## config.mk

```make
export PLATFORM = sky130hd
export DESIGN_NAME = mem_bus_arbiter_flat
export DESIGN_NICKNAME = d
export VERILOG_FILES = /design/src/rtl/mem_bus_arbiter_if.sv /design/src/rtl/mem_bus_arbiter.sv /design/src/flat_wrapper.sv
export SDC_FILE = /design/constraint.sdc
export NUM_CORES = 1
export LEC_CHECK = 0
export CORE_AREA = 2 2 119 121
export CTS_CLUSTER_DIAMETER = 30
export DETAILED_ROUTE_END_ITERATION = 10
export DIE_AREA = 0 0 121 123
export GPL_ROUTABILITY_DRIVEN = 1
export HOLD_SLACK_MARGIN = 0.02
export PLACE_DENSITY = 0.61
export SETUP_SLACK_MARGIN = 0.3
export SYNTH_ARGS = -nofsm -noshare
export SYNTH_HDL_FRONTEND = slang
export SYNTH_SLANG_ARGS = --single-unit
```

## constraint.sdc

```tcl
create_clock -name clk -period 2.9 [get_ports clk]
set_clock_uncertainty 0.1 [all_clocks]
set_input_delay 0.725 -clock clk [delete_from_list [all_inputs] [get_ports clk]]
set_output_delay 0.725 -clock clk [all_outputs]
set_load 0.1 [all_outputs]
```

## src/rtl/mem_bus_arbiter_if.sv

```systemverilog
// rtl/mem_bus_arbiter_if.sv - valid/ready memory bus with master and slave views
interface mem_bus_arbiter_if;
    logic        valid;
    logic        ready;
    logic [31:0] addr;
    logic [31:0] wdata;
    logic [3:0]  wstrb;
    logic [31:0] rdata;

    modport master (
        output valid, addr, wdata, wstrb,
        input  ready, rdata
    );

    modport slave (
        input  valid, addr, wdata, wstrb,
        output ready, rdata
    );
endinterface

```

## src/rtl/mem_bus_arbiter.sv

```systemverilog
// rtl/mem_bus_arbiter.sv - two-master round-robin arbiter with slave watchdog
module mem_bus_arbiter #(
    parameter int unsigned TIMEOUT    = 255,
    parameter logic [31:0] ERR_DATA   = 32'hDEAD_BEEF,
    parameter bit          FIXED_PRIO = 1'b0
) (
    input  logic                   clk,
    input  logic                   resetn,
    mem_bus_arbiter_if.slave       m0,
    mem_bus_arbiter_if.slave       m1,
    mem_bus_arbiter_if.master      s,
    input  logic                   err_clr,
    output logic                   timeout_err,
    output logic                   err_master
);

    localparam int WDOG_W = (TIMEOUT > 0) ? $clog2(TIMEOUT + 1) : 1;
    localparam logic [WDOG_W-1:0] WDOG_LAST = (TIMEOUT > 0) ? WDOG_W'(TIMEOUT - 1) : '0;
    localparam logic [WDOG_W-1:0] WDOG_MAX  = '1;

    typedef enum logic {IDLE, BUSY} state_t;

    state_t              state;
    logic                grant;
    logic                last;
    logic [WDOG_W-1:0]   wdog;

    logic                busy;
    logic                done_ok;
    logic                expire;
    logic                done;
    logic                pick;
    logic [31:0]         done_rdata;

    always_comb begin
        busy    = (state == BUSY);
        done_ok = busy && s.ready;
        // A slave answering in the expiry cycle still completes normally.
        expire  = busy && !s.ready && (TIMEOUT != 0) && (wdog == WDOG_LAST);
        done    = done_ok || expire;
        done_rdata = done_ok ? s.rdata : ERR_DATA;
        if (m0.valid && m1.valid)
            pick = FIXED_PRIO ? 1'b0 : ~last;
        else
            pick = ~m0.valid;
    end

    always_comb begin
        s.valid = busy;
        s.addr  = '0;
        s.wdata = '0;
        s.wstrb = '0;
        if (busy) begin
            s.addr  = grant ? m1.addr  : m0.addr;
            s.wdata = grant ? m1.wdata : m0.wdata;
            s.wstrb = grant ? m1.wstrb : m0.wstrb;
        end
        m0.ready = done && !grant;
        m1.ready = done && grant;
        m0.rdata = (done && !grant) ? done_rdata : '0;
        m1.rdata = (done && grant)  ? done_rdata : '0;
    end

    always_ff @(posedge clk or negedge resetn) begin
        if (!resetn) begin
            state       <= IDLE;
            grant       <= 1'b0;
            last        <= 1'b1;
            wdog        <= '0;
            timeout_err <= 1'b0;
            err_master  <= 1'b0;
        end else begin
            if (err_clr)
                timeout_err <= 1'b0;
            case (state)
                IDLE: begin
                    wdog <= '0;
                    if (m0.valid || m1.valid) begin
                        grant <= pick;
                        state <= BUSY;
                    end
                end
                BUSY: begin
                    if (done_ok) begin
                        last  <= grant;
                        wdog  <= '0;
                        state <= IDLE;
                    end else if (expire) begin
                        // Ordered after err_clr so a fresh timeout takes precedence.
                        timeout_err <= 1'b1;
                        err_master  <= grant;
                        last        <= grant;
                        wdog        <= '0;
                        state       <= IDLE;
                    end else if (wdog != WDOG_MAX) begin
                        wdog <= wdog + 1'b1;
                    end
                end
                default: state <= IDLE;
            endcase
        end
    end

endmodule

```

## src/flat_wrapper.sv

```systemverilog
// flat-port wrapper written by rule: the top's interface ports become plain ports
module mem_bus_arbiter_flat 
#(
    parameter int unsigned TIMEOUT    = 255,
    parameter logic [31:0] ERR_DATA   = 32'hDEAD_BEEF,
    parameter bit          FIXED_PRIO = 1'b0
)
  (clk, resetn, err_clr, timeout_err, err_master, m0_valid, m0_addr, m0_wdata, m0_wstrb, m0_ready, m0_rdata, m1_valid, m1_addr, m1_wdata, m1_wstrb, m1_ready, m1_rdata, s_valid, s_addr, s_wdata, s_wstrb, s_ready, s_rdata);
  mem_bus_arbiter_if m0_i ();
  mem_bus_arbiter_if m1_i ();
  mem_bus_arbiter_if s_i ();
  input  logic clk;
  input  logic resetn;
  input  logic err_clr;
  output logic timeout_err;
  output logic err_master;
  input wire logic [$bits(m0_i.valid)-1:0] m0_valid;
  input wire logic [$bits(m0_i.addr)-1:0] m0_addr;
  input wire logic [$bits(m0_i.wdata)-1:0] m0_wdata;
  input wire logic [$bits(m0_i.wstrb)-1:0] m0_wstrb;
  output wire logic [$bits(m0_i.ready)-1:0] m0_ready;
  output wire logic [$bits(m0_i.rdata)-1:0] m0_rdata;
  input wire logic [$bits(m1_i.valid)-1:0] m1_valid;
  input wire logic [$bits(m1_i.addr)-1:0] m1_addr;
  input wire logic [$bits(m1_i.wdata)-1:0] m1_wdata;
  input wire logic [$bits(m1_i.wstrb)-1:0] m1_wstrb;
  output wire logic [$bits(m1_i.ready)-1:0] m1_ready;
  output wire logic [$bits(m1_i.rdata)-1:0] m1_rdata;
  output wire logic [$bits(s_i.valid)-1:0] s_valid;
  output wire logic [$bits(s_i.addr)-1:0] s_addr;
  output wire logic [$bits(s_i.wdata)-1:0] s_wdata;
  output wire logic [$bits(s_i.wstrb)-1:0] s_wstrb;
  input wire logic [$bits(s_i.ready)-1:0] s_ready;
  input wire logic [$bits(s_i.rdata)-1:0] s_rdata;
  assign m0_i.valid = m0_valid;
  assign m0_i.addr = m0_addr;
  assign m0_i.wdata = m0_wdata;
  assign m0_i.wstrb = m0_wstrb;
  assign m0_ready = m0_i.ready;
  assign m0_rdata = m0_i.rdata;
  assign m1_i.valid = m1_valid;
  assign m1_i.addr = m1_addr;
  assign m1_i.wdata = m1_wdata;
  assign m1_i.wstrb = m1_wstrb;
  assign m1_ready = m1_i.ready;
  assign m1_rdata = m1_i.rdata;
  assign s_valid = s_i.valid;
  assign s_addr = s_i.addr;
  assign s_wdata = s_i.wdata;
  assign s_wstrb = s_i.wstrb;
  assign s_i.ready = s_ready;
  assign s_i.rdata = s_rdata;
  mem_bus_arbiter #(.TIMEOUT(TIMEOUT), .ERR_DATA(ERR_DATA), .FIXED_PRIO(FIXED_PRIO)) u_core (.clk(clk), .resetn(resetn), .m0(m0_i), .m1(m1_i), .s(s_i), .err_clr(err_clr), .timeout_err(timeout_err), .err_master(err_master));
endmodule
```

### Word-level counts from Yosys, hierarchy flattened

Index checks and enable logic that the tools add are counted.

* register bits after elaboration: 13
* latch bits: 0
* RAM bits: 0
* memory bits (read-only): 0
* input bits: 174
* output and inout bits: 137
* memories: 0

* add/subtract/negate cells: 1
* multipliers: 0
* divide/modulo/power cells: 0
* magnitude comparators: 0
* equal/unequal tests: 3
* shift operators: 0
* multiplexer cells: 24
* bitwise gates (word level): 4
* reductions and logical operators: 14

Operators by type and width (number)
* 32-bit 2-to-1 mux: 7
* 8-bit 2-to-1 mux: 3
* 8-bit case mux with 2 select lines: 1
* 1-bit 2-to-1 mux: 10
* 8-bit by 1-bit adder with 8-bit output, second input constant: 1
* 8-bit equality test, second input constant: 1
* 4-bit 2-to-1 mux: 2
* 8-bit != test, second input constant: 1
* 1-bit logical AND: 6
* 4-bit != test, second input constant: 1
* 1-bit NOT: 4
* 2-bit AND reduction: 2
* 3-bit AND reduction: 1
* 1-bit logical NOT: 2
* 1-bit logical OR: 2
* 1-bit case mux with 2 select lines: 1
* 2-bit nonzero test: 1

### Logic depth before layout (Yosys ltp)

* depth in word-level cells: 6
* depth in mapped cells: 8

### Worst setup path before layout

OpenSTA, ideal clock, no wires.

* path kind: reg2out
* start: register u_core.state (netlist: u_core.s.valid)
* end: output m0_rdata[10]
* arrival: 3.071 ns
* data required time: 2.075 ns
* slack: -0.996 ns
* cell stages (with the launch flop): 6
* buffers on the path: 2
* cells stage by stage: dfrtp_1 -> inv_2 -> or3_1 -> buf_6 -> buf_8 -> nor2_1

* word-level cells in the longest chain between the ends: 5
* elaborated cells on any way between the ends: 7
* those cells by class: mux (2); reduce/logical (5)

Ends and longest elaborated chain
* start, declared: line mem_bus_arbiter.sv:23 `state_t state;`
* start signal, assigned: line mem_bus_arbiter.sv:66 `state <= IDLE;`
* start signal, assigned: line mem_bus_arbiter.sv:80 `state <= BUSY;`
* start signal, assigned: line mem_bus_arbiter.sv:87 `state <= IDLE;`
* 1-bit logical AND (2 in series): line mem_bus_arbiter.sv:39 `expire = busy && !s.ready && (TIMEOUT != 0) && (wdog == WDOG_LAST);`
* 1-bit logical OR: line mem_bus_arbiter.sv:40 `done = done_ok || expire;`
* 1-bit logical AND: line mem_bus_arbiter.sv:60 `m0.rdata = (done && !grant) ? done_rdata : '0;`
* 32-bit 2-to-1 mux (*): line mem_bus_arbiter.sv:60
* end, declared: line flat_wrapper.sv:22 `output wire logic [$bits(m0_i.rdata)-1:0] m0_rdata;`

Every way passes the cells marked *; elsewhere a longest branch is shown, timed or not.

### Final worst setup path

* start: register u_core.wdog[0]
* end: output m1_rdata[26]

* word-level cells in the longest chain between the ends: 5

Ends and longest elaborated chain
* start, declared: line mem_bus_arbiter.sv:26 `logic [WDOG_W-1:0] wdog;`
* start signal, assigned: line mem_bus_arbiter.sv:96 `wdog <= wdog + 1'b1;`
* 8-bit equality test: line mem_bus_arbiter.sv:39
* 1-bit logical AND: line mem_bus_arbiter.sv:39
* 1-bit logical OR: line mem_bus_arbiter.sv:40
* 1-bit logical AND: line mem_bus_arbiter.sv:61 `m1.rdata = (done && grant) ? done_rdata : '0;`
* 32-bit 2-to-1 mux: line mem_bus_arbiter.sv:61
* end, declared: line flat_wrapper.sv:28 `output wire logic [$bits(m1_i.rdata)-1:0] m1_rdata;`

Every way passes these cells.

==> out/metrics.cfg <==
[run_status]
outcome = finished clean

[route]
routed_wl_mm = 14.5
post_drt_wl_per_cell_um = 17.7
num_vias = 3512
drcViolationCount = 0
firstDrtPassIters = 4
drtIter0Drc = 91
met2_length_mm = 7.94
drtAntennaViolNets = 0
via_per_inst = 4.31
dr_wl_met3_mm = 1.18
highest_layer = met4
drt-met1-wl_mm = 5.13

[grt]
track_usage = 0.173
grt_pass1_wl_mm = 20.2
gr-total-overflow = 0
grt_pass1_vias = 3579
antenna_found_initial = 0
grt_start_max_net_pins = 78

[timing]
max_freq_mhz = 346
worst_slew_pin_slew_ns = 0.644
fin_crit_ns = 2.89
slew_headroom = 0.569
fin_ws_ns = 0.00808
setup_tns_ns = 0
setup_viol = 0
final_hold_viol_count = 0
whs_ns = 0.383
drv_slew = 0
timing.final.crit_share = 0.997
rsz0062_at_grt = yes

[clocking]
cts-htree-levels = 1
numClockSinks = 13
cts_hold_buf = 0
cts_tree = done
cts_buffers = 3
cts-root-buf = clkbuf_16
clk_path_buf_depth = 2
insertion_delay_ns = 0.25
cts.reportedPaths.clkPinSlew_ns = 0.05

[finish]
area_delta_synth_final_pct = 282
drive_above_1_share = 0.534
utilization = 0.597
multi_input_area_um2 = 2550
num-fill-cells = 1079
diodes = 0
final-seq-area_um2 = 334
final_nets = 812
fin_cells = 815

[placement]
place.gp.congestion = 0.800
port_buffers = 310
pre_cts_ws_ns = -0.253
dp_hpwl_mm = 11.1
dp_cells = 794

[worst_setup_path]
rr_startpoint = u_core.wdog[0]
reg2regPathDepth = 7
critPathMaxFanout = 6
slowest_stage = or3_4
crit_path_start_kind = flip-flop
reg2reg_to = u_core.wdog[7]
cp_cell_sequence = inv_2 > ha_4 > and3_4 > a21oi_2 > or3_4 > clkbuf_16 > nor2_4 > buf_12
critical_path.endpoint_type = output port
startpoint = u_core.wdog[0]
crit_arrival_ns = 2.07
required_ns = 2.08
ff2ff_setup_slack_ns = 0.81
max_stage_delay_ns = 0.46
crit_type = flip-flop to output port

[die]
initial_core_util = 0.156
core_um2 = 13600
dieHeight_um = 123
die_w_um = 121
boundaryPins = 311
rows = 43
dieArea_um2 = 14900

[job]
maxCapViolCount = 0

[logic_synthesis]
synth_area_um2 = 2130
yosysWarnings = 0
yosysSeqAreaShare = 0.154
synth_top_area_cell = mux2i_1
synth_nets = 496
synth_area_per_cell_um2 = 6.64
ys_ff_latch = 13
synth_cells = 320
netlist-cell-type-count = 32
synthTopCellsByArea = mux2i_1 32%, nor2_1 25%, dfrtp_1 14%, and3_1 5.6%, buf_2 2.1%
synth_top_area_frac = 0.320

[pwr]
p_leak_uw = 0.00328
powerDensity_nw_per_um2 = 954
ir_drop_uv = 626

[min_path]
min_from = u_core.err_master
min_path_type = flip-flop to flip-flop
worstHoldEndpoint = u_core.err_master
holdPathStages = 2

==> through the flow <==
step                power, µW  area [µm²]
floorplan                4740        2850
CTS                      7630        7930
detailed placement       7210        7510
finish                   7750        8120
global placement         7150        7510
global route             7970        8120
==> registers in the layout, summed over array words and instances, names as in the netlist <==
signal              cells
u_core.grant            1
u_core.err_master       1
u_core.wdog             8
u_core.timeout_err      1
u_core.last             1
u_core.s.valid          1
==> synthesized netlist by cell type <==
cell / number
nand4_1: 1
buf_8: 1
nor2_1: 139
and3_1: 19
o31ai_1: 1
xnor2_1: 1
a21boi_0: 1
a211o_1: 1
nor3b_1: 1
and4_1: 1
o21ai_0: 9
nor2_2: 3
xor2_1: 1
dfstp_2: 1
nor2b_1: 1
and2_1: 1
a21oi_1: 2
mux2i_1: 68
a21oi_2: 1
inv_2: 1
nand3_1: 4
nand2_1: 7
buf_6: 4
dfrtp_1: 12
a32o_1: 1
buf_2: 9
a31oi_1: 3
ha_1: 2
inv_1: 6
and4_4: 1
or3_1: 5
clkbuf_1: 12
==> power by group <==
group          internal [µW]  switching (µW)
Clock                    184            82.0
Sequential               215            35.4
Combinational           2600            4640
Total                   2990            4760
==> placed cells by master (no fill, tap or decap), types with 2 or more instances in the layout <==
cell	netlist	layout
dfrtp_4	0	2
nor2_4	0	94
dfrtp_1	12	10
inv_1	6	3
a31oi_1	3	3
buf_16	0	5
nor2_2	3	45
buf_12	0	139
o21ai_0	9	9
mux2i_1	68	68
nor2_1	139	3
or3_4	0	2
clkinvlp_4	0	2
or3_1	5	3
a21oi_1	2	2
clkdlybuf4s50_1	0	172
and3_4	0	17
buf_4	0	14
clkbuf_16	0	7
nand2_1	7	6
and3_1	19	2
nand3_1	4	4
==> area by class of cell <==
class / instances / share of cell area
timing repair buffer: 337 / 0.603
tap: 180 / 0.0277
clock buffer: 3 / 0.00924
inverter: 7 / 0.00447
sequential: 13 / 0.0411
multi-input combinational: 274 / 0.313
clock inverter: 1 / 0.000616
==> routing by layer <==
metal  global-route usage  vias to the layer above
met2                0.323                      169
li1                     -                     1710
met5                    0                        -
met4               0.0327                        0
met3               0.0470                       15
met1                0.197                     1618
==> worst max-delay path, delay by kind of cell, from the launching register on <==
| family | cells | cell delay (ns) |
|---|---|---|
| buf+inv | 3 | 0.47 |
| simple gates | 3 | 0.76 |
| fa+ha+maj | 1 | 0.13 |
| compound gates | 1 | 0.05 |
| flops | 1 | 0.39 |
==> how the worst max path moves through the flow <==
stage                   endpoint  cells past startpoint
floorplan           m1_rdata[10]                      8
global placement    m1_rdata[10]                      6
detailed placement  m1_rdata[10]                      6
CTS                 m1_rdata[25]                      8
global route        m1_rdata[26]                      8
finish              m1_rdata[26]                      8
==> timing repair <==
item                                    in CTS  in global routing
gates cloned                                 4                  4
pin swaps                                    1                  5
setup buffers                                4                  5
endpoints found under the setup margin      66                111
resized for setup                           59                 13
==> kinds of logic (layout without fill, tap and decap cells) <==
kind of cell | after synthesis | count (layout) | share of synthesized area
simple gates | 183 | 183 | 0.368
mux | 68 | 68 | 0.320
buf+inv | 33 | 348 | 0.0830
compound gates | 19 | 19 | 0.0547
flops | 13 | 13 | 0.154
fa+ha+maj | 2 | 2 | 0.0118
xor+xnor | 2 | 2 | 0.00824
Note: power is estimated with default switching activity, not from simulation.
